File: config.mk
export PLATFORM = sky130hd
export DESIGN_NAME = io_bus_arbiter
export DESIGN_NICKNAME = d
export VERILOG_FILES = /design/src/rtl/io_bus_arbiter.sv
export SDC_FILE = /design/constraint.sdc
export NUM_CORES = 1
export LEC_CHECK = 0
export ABC_AREA = 1
export CORE_ASPECT_RATIO = 0.5
export CORE_MARGIN = 2
export CORE_UTILIZATION = 30
export DETAILED_ROUTE_END_ITERATION = 7
export DONT_BUFFER_PORTS = 1
export GPL_ROUTABILITY_DRIVEN = 0
export GPL_TIMING_DRIVEN = 1
export SYNTH_ARGS = -nofsm -noshare
export SYNTH_HDL_FRONTEND = slang
export SYNTH_SLANG_ARGS = --single-unit
File: constraint.sdc
create_clock -name clk -period 1.4 [get_ports clk]
set_input_delay 0.21 -clock clk [delete_from_list [all_inputs] [get_ports clk]]
set_output_delay 0.21 -clock clk [all_outputs]
set_load 0.005 [all_outputs]
File: src/rtl/io_bus_arbiter.sv
// ============================================================================
// Module   : io_bus_arbiter
// Brief    : Two-master round-robin arbiter with bounded lock onto one IO bus.
// Revision : 1.0 - initial release
// ============================================================================
`default_nettype none

module io_bus_arbiter #(
  parameter int AW       = 32,
  parameter int DW       = 32,
  parameter int LOCK_MAX = 4
) (
  input  logic          clk,
  input  logic          reset,
  input  logic          m0_req,
  input  logic          m0_we,
  input  logic          m0_lock,
  input  logic [AW-1:0] m0_addr,
  input  logic [DW-1:0] m0_wdata,
  input  logic          m1_req,
  input  logic          m1_we,
  input  logic          m1_lock,
  input  logic [AW-1:0] m1_addr,
  input  logic [DW-1:0] m1_wdata,
  output logic          m0_gnt,
  output logic          m0_ack,
  output logic [DW-1:0] m0_rdata,
  output logic          m1_gnt,
  output logic          m1_ack,
  output logic [DW-1:0] m1_rdata,
  output logic          bus_we,
  output logic          bus_rd_en,
  output logic [AW-1:0] bus_addr,
  output logic [DW-1:0] bus_wdata,
  input  logic [DW-1:0] bus_rdata,
  output logic          busy
);

  localparam logic [1:0] c_st_idle   = 2'd0;
  localparam logic [1:0] c_st_access = 2'd1;
  localparam logic [1:0] c_st_resp   = 2'd2;

  localparam int c_cnt_w = $clog2(LOCK_MAX) + 1;
  // Counter holds consecutive locked re-grants, so the first grant of a run is
  // not counted and the holder may be re-granted at most LOCK_MAX-1 times.
  localparam logic [c_cnt_w-1:0] c_lock_lim = c_cnt_w'(LOCK_MAX - 1);

  logic [1:0]         r_state;
  logic [1:0]         w_state_nxt;
  logic               r_last_grant;
  logic [c_cnt_w-1:0] r_lock_cnt;
  logic               r_we;
  logic [AW-1:0]      r_addr;
  logic [DW-1:0]      r_wdata;
  logic [DW-1:0]      r_m0_rdata;
  logic [DW-1:0]      r_m1_rdata;
  logic               w_any_req;
  logic               w_hold;
  logic               w_win;
  logic               w_win_lock;

  always_ff @(posedge clk) begin
    if (reset) r_state <= c_st_idle;
    else       r_state <= w_state_nxt;
  end

  always_comb begin
    w_state_nxt = r_state;
    w_any_req   = m0_req | m1_req;
    w_hold      = (r_last_grant ? m1_lock : m0_lock) && (r_lock_cnt < c_lock_lim);
    if (m0_req && m1_req) w_win = w_hold ? r_last_grant : ~r_last_grant;
    else                  w_win = m1_req;
    w_win_lock  = w_win ? m1_lock : m0_lock;
    case (r_state)
      c_st_idle:   if (w_any_req) w_state_nxt = c_st_access;
      c_st_access: w_state_nxt = c_st_resp;
      c_st_resp:   w_state_nxt = c_st_idle;
      default:     w_state_nxt = c_st_idle;
    endcase
  end

  always_ff @(posedge clk) begin
    if (reset) begin
      r_last_grant <= 1'b1;
      r_lock_cnt   <= '0;
      r_we         <= 1'b0;
      r_addr       <= '0;
      r_wdata      <= '0;
      r_m0_rdata   <= '0;
      r_m1_rdata   <= '0;
    end else begin
      if (r_state == c_st_idle && w_any_req) begin
        r_last_grant <= w_win;
        r_we         <= w_win ? m1_we    : m0_we;
        r_addr       <= w_win ? m1_addr  : m0_addr;
        r_wdata      <= w_win ? m1_wdata : m0_wdata;
        if (w_win != r_last_grant || !w_win_lock) r_lock_cnt <= '0;
        else if (r_lock_cnt < c_lock_lim)         r_lock_cnt <= r_lock_cnt + 1'b1;
      end
      // Read data is sampled on the edge leaving ACCESS and held until the
      // same master's next transaction overwrites it.
      if (r_state == c_st_access) begin
        if (r_last_grant) r_m1_rdata <= r_we ? '0 : bus_rdata;
        else              r_m0_rdata <= r_we ? '0 : bus_rdata;
      end
    end
  end

  always_comb begin
    m0_gnt    = 1'b0;
    m1_gnt    = 1'b0;
    m0_ack    = 1'b0;
    m1_ack    = 1'b0;
    bus_we    = 1'b0;
    bus_rd_en = 1'b0;
    bus_addr  = '0;
    bus_wdata = '0;
    busy      = (r_state != c_st_idle);
    m0_rdata  = r_m0_rdata;
    m1_rdata  = r_m1_rdata;
    case (r_state)
      c_st_access: begin
        m0_gnt    = ~r_last_grant;
        m1_gnt    = r_last_grant;
        bus_we    = r_we;
        bus_rd_en = ~r_we;
        bus_addr  = r_addr;
        bus_wdata = r_wdata;
      end
      c_st_resp: begin
        m0_gnt = ~r_last_grant;
        m1_gnt = r_last_grant;
        m0_ack = ~r_last_grant;
        m1_ack = r_last_grant;
      end
      default: ;
    endcase
  end

endmodule

`default_nettype wire

======== Word-level counts from Yosys, hierarchy flattened ========
Cells that the tools add are included.
storage, ports and cells
  register bits after elaboration ......... 135
  input bits .............................. 168
  output and inout port bits .............. 135
operators by class
  add/sub/neg operators ................... 1
  order comparisons ....................... 1
  equal/unequal tests ..................... 4
  mux-type cells .......................... 20
  bitwise gates (word level) .............. 3
  reductions and logical operators ........ 12
operator list
  cell                                                 count
  2-to-1 mux 32 bit                                    5
  2-to-1 mux 1 bit                                     11
  2-to-1 mux 3 bit                                     2
  AND reduction 2 bit                                  3
  case mux 2 bit (2 select lines)                      1
  nonzero test 2 bit                                   2
  adder 3 x 1 -> 3 bit (second input constant)         1
  logical AND 1 bit                                    3
  < comparator 3 x 2 -> 1 bit (second input constant)  1
  == test 2 x 1 -> 1 bit (second input constant)       1
  == test 2 bit (second input constant)                1
  logical NOT 2 bit                                    1
  2-to-1 mux 2 bit                                     1
  inequality test 2 bit (second input constant)        1
  NOT 1 bit                                            2
  OR reduction 2 bit                                   1
  logical NOT 1 bit                                    1
  logical OR 1 bit                                     1
  inequality test 1 bit                                1
  OR 1 bit                                             1

======== Longest topological paths before layout ========
  word-level depth ........................ 9
  depth in mapped cells ................... 13
  depth with buffers taken out ............ 11

======== Worst setup path after synthesis ========
No wires, ideal clock.
  path kind ............................... reg-to-reg
  start ................................... register r_state[0]
  end ..................................... register r_addr[1]
  arrival ................................. 1484 ps
  required time ........................... 1342 ps
  setup slack ............................. -142 ps
  stages on the path, launching flop included .. 8
  path buffers ............................ 1
  path through ............................ dfxtp_1 > inv_1 > ha_1 > inv_1 > nor2_4 > buf_1 > o211ai_2 > inv_2
between the ends
  longest elaborated chain between the ends .. 2
RTL lines
  element                   line  RTL
  start: declaration        48    logic [1:0] r_state;
  start signal: assignment  63    if (reset) r_state <= c_st_idle;
  start signal: assignment  64    else r_state <= w_state_nxt;
  logical NOT 2 bit         92    if (r_state == c_st_idle && w_any_req) begin
  logical AND 1 bit         92
  end signal: assignment    95    r_addr <= w_win ? m1_addr : m0_addr;
  end: declaration          53    logic [AW-1:0] r_addr;
Every way passes these cells.
A chain may end at the register's enable or synchronous reset.

======== Worst setup path in the final report ========
  start ................................... register r_state[1]
  end ..................................... output port bus_addr[1]
between the ends
  longest elaborated chain between the ends .. 2
RTL lines
  element                 line  RTL
  == test 2 x 1 -> 1 bit  121   case (r_state)
  2-to-1 mux 32 bit       121
  end: declaration        33    output logic [AW-1:0] bus_addr,
Every way passes these cells.

==> results.toml <==
[timing]
finalSetupViolCount = 169
tns_ns = -31.65
setup_slack_ns = -0.296
hold_violations = 0
period_needed_ns = 1.70
rsz0062_at_grt = "true"
slew-limit-headroom_pct = 76.7
slew_violations = 0
fmax_mhz = 590
worst-slew-pin-transition_ns = 0.349
finalCritPeriodShare_pct = 121
hold-worst-slack_ns = 0.000938
skew_ns = 0.00767

[routing]
drt_wl_total_mm = 26.2
drt_iter0_markers = 535
vias = 7120
vias_per_cell = 4.96
dr.pass1.iters = 5
wl_per_cell_microns = 18.2
drcViolationCount = 0
ant_nets = 0

[cells_and_area]
drive_gt1_share_pct = 48.1
layout.nets = 1289
fin_cells = 1436
diodes = 0
areaGrowthSynthToFinish_pct = 64.5

[clock_tree]
cts.path.max_buffers = 2
htreeDepth = 4
clock_latency_ns = 0.44
cts_tree = "done"
cts_root_buf = "clkbuf_16"
cts.clk_slew.worst_paths_ns = 0.06
clock-sinks = 135
cts-buffers-inserted = 17

[global_routing]
antenna_found_initial = 0
grt_pass1_wl_mm = 37.4
track_usage_pct = 19.9
gr-total-overflow = 0
met2_usage_pct = 34.1
use_met1_pct = 23.0
grt_use_met3_pct = 5.93
busiest_layer = "met2"
grt_max_degree = 50
grt_pass1_vias = 6967

[placed_design]
portBuffers = 0
dp.cells = 1272
hpwl_mm = 14.0

[pwr]
internal-power_mw = 9.02
peakVddDrop_mv = 0.707
switchingPower_mw = 4.67
p_seq_share_pct = 34.0
powerDensity_nw_per_um2 = 1210
finalPower_mw = 13.7
p_leak_nw = 5.61
p_clk_share_pct = 32.8
p_comb_share_pct = 33.2
swShare_pct = 34.1

[logic_synthesis]
synth.distinct_cells = 25
synth_edf_count = 0
ys_seq_area_share_pct = 39.2
ys_ff_latch = 135
synthDominantCellAreaShare_pct = 39.2
synthCells = 979
synthArstFlopShare_pct = 0
yosys.area.top_type = "dfxtp_1"
synth_area_leaders = "dfxtp_1 39%, nand2_1 13%, o211ai_2 9.1%"
netlist_area_sq_um = 6900
synth_fp_nets = 1152
ys.flop_type = "dfxtp_1"
synth_warnings = 0
syn_area_per_cell_sq_um = 7.05

[critical_path]
cp_slowest_cell = "dfxtp_2"
critPathRequiredTime_ns = 1.19
critPathMaxFanout = 8
start_kind = "flop"
path_cells = "inv_4, ha_4, buf_12, clkbuf_16, nand2_1, inv_2"
critical_path_class = "reg -> out"
cpPeakStageDelay_ns = 0.34
cp.arrival_ns = 1.49
cp-end-kind = "primary output"

[status]
outcome = "finished with violations"
violations = "setup timing"

[run]
cap_violations = 0

[hold_path]
hold_path.class = "in -> reg"

[floorplan]
num_rows = 39
die_w_microns = 218
start_util_pct = 30.4
core_area_sq_um = 22700
pin_count = 303
die_y_microns = 111
dieArea_sq_um = 24300
==> through the flow <==
step	worst slack, ns	area (sq um)	utilization, %
after floorplan	-0.0754	6940	-
after global placement	-0.138	7530	33.2
after detailed placement	-0.178	7530	33.2
after CTS	-0.310	10700	47.1
after global routing	-0.349	11300	50.0
final	-0.296	11300	50.0
==> routing by layer <==
layer  vias to the layer above  share of wire, %  wire length, microns
li1                       3313                 -                     -
met1                      3445                41                 10700
met2                       292                50                 13200
met3                        70               5.4                  1420
met4                         0               3.2                   845
met5                         -                 0                     0
==> Yosys cell counts, types with 5 or more instances <==
master and number:
nand2_1 243, dfxtp_1 135, inv_1 128, nor2_1 103, nand3_1 54, inv_2 52, o211ai_2 50, a21oi_1 35
o21ai_0 33, clkbuf_1 32, nand2_2 30, nand3_2 20, o211ai_1 16, buf_2 15, buf_1 8, buf_6 8
ha_1 5
==> layout make-up <==
class	instances	area (sq um)
fillers	1949	11300
well taps	307	384
multi-input cells	597	4340
clock inverters	14	139
flip-flops and latches	135	2720
inverters	180	698
repair buffers	185	2630
clock buffers	18	439
==> what timing repair did <==
item	4_1_cts	5_1_grt
gates resized for setup	272	196
cloned	24	6
hold endpoints to repair	74	7
setup buffers	37	8
endpoints found under the setup margin	185	204
hold buffers	67	7
pin swaps	73	55
==> power groups by stage <==
stage                     clock network (mW)  logic (mW)  registers [mW]
after floorplan                            0        1.80            4.56
after global routing                    4.71        4.84            4.68
after CTS                               4.56        4.14            4.60
after detailed placement                   0        2.45            4.65
final                                   4.49        4.54            4.65
after global placement                     0        2.38            4.64
==> cells in the final DEF (no fill, tap or decap), drive strengths merged <==
master / netlist / layout
dlygate4sd3: 0 / 73
xor2: 1 / 1
clkbuf: 32 / 24
a211oi: 1 / 1
nor2: 106 / 106
dfxtp: 135 / 135
ha: 5 / 5
nand2: 274 / 274
a21oi: 35 / 35
bufinv: 0 / 1
a311oi: 1 / 1
o21ai: 33 / 33
clkinvlp: 0 / 3
nand3: 74 / 74
o211ai: 66 / 66
clkinv: 0 / 4
nand4: 1 / 1
inv: 180 / 186
buf: 35 / 106
==> state kept, by name, summed over array words and instances, names as in the netlist <==
register / cells
r_state: 2
r_lock_cnt: 3
r_wdata: 32
r_addr: 32
m1_rdata: 32
r_we: 1
m0_rdata: 32
r_last_grant: 1
==> cells by family after synthesis <==
| group | share of synthesized area, % |
|---|---|
| buffers and inverters | 14.8 |
| AOI/OAI and AO/OA | 16.0 |
| and+or+nand+nor | 29.0 |
| DFF | 39.2 |
| adders and majority gates | 0.907 |
| xor gates and xnor gates | 0.127 |
==> worst paths after layout <==
| path | startpoint | end | slack [ns] | depth (start not counted) |
|---|---|---|---|---|
| max | r_state[1] | bus_addr[1] | -0.30 | 6 |
| max reg2reg | r_state[0] | r_wdata[13] | -0.27 | 11 |
| min reg2reg | m1_rdata[1] | m1_rdata[1] | 0.49 | 2 |
| min | m0_wdata[25] | r_wdata[25] | 0.0009 | 4 |
==> critical path, delay by kind of cell, from the launching register on <==
family	cells	cell delay [ns]
fa+ha+maj	1	0.14
buf+inv	4	0.49
flops	1	0.34
simple gates	1	0.08
Power figures use the tool's default switching activity.
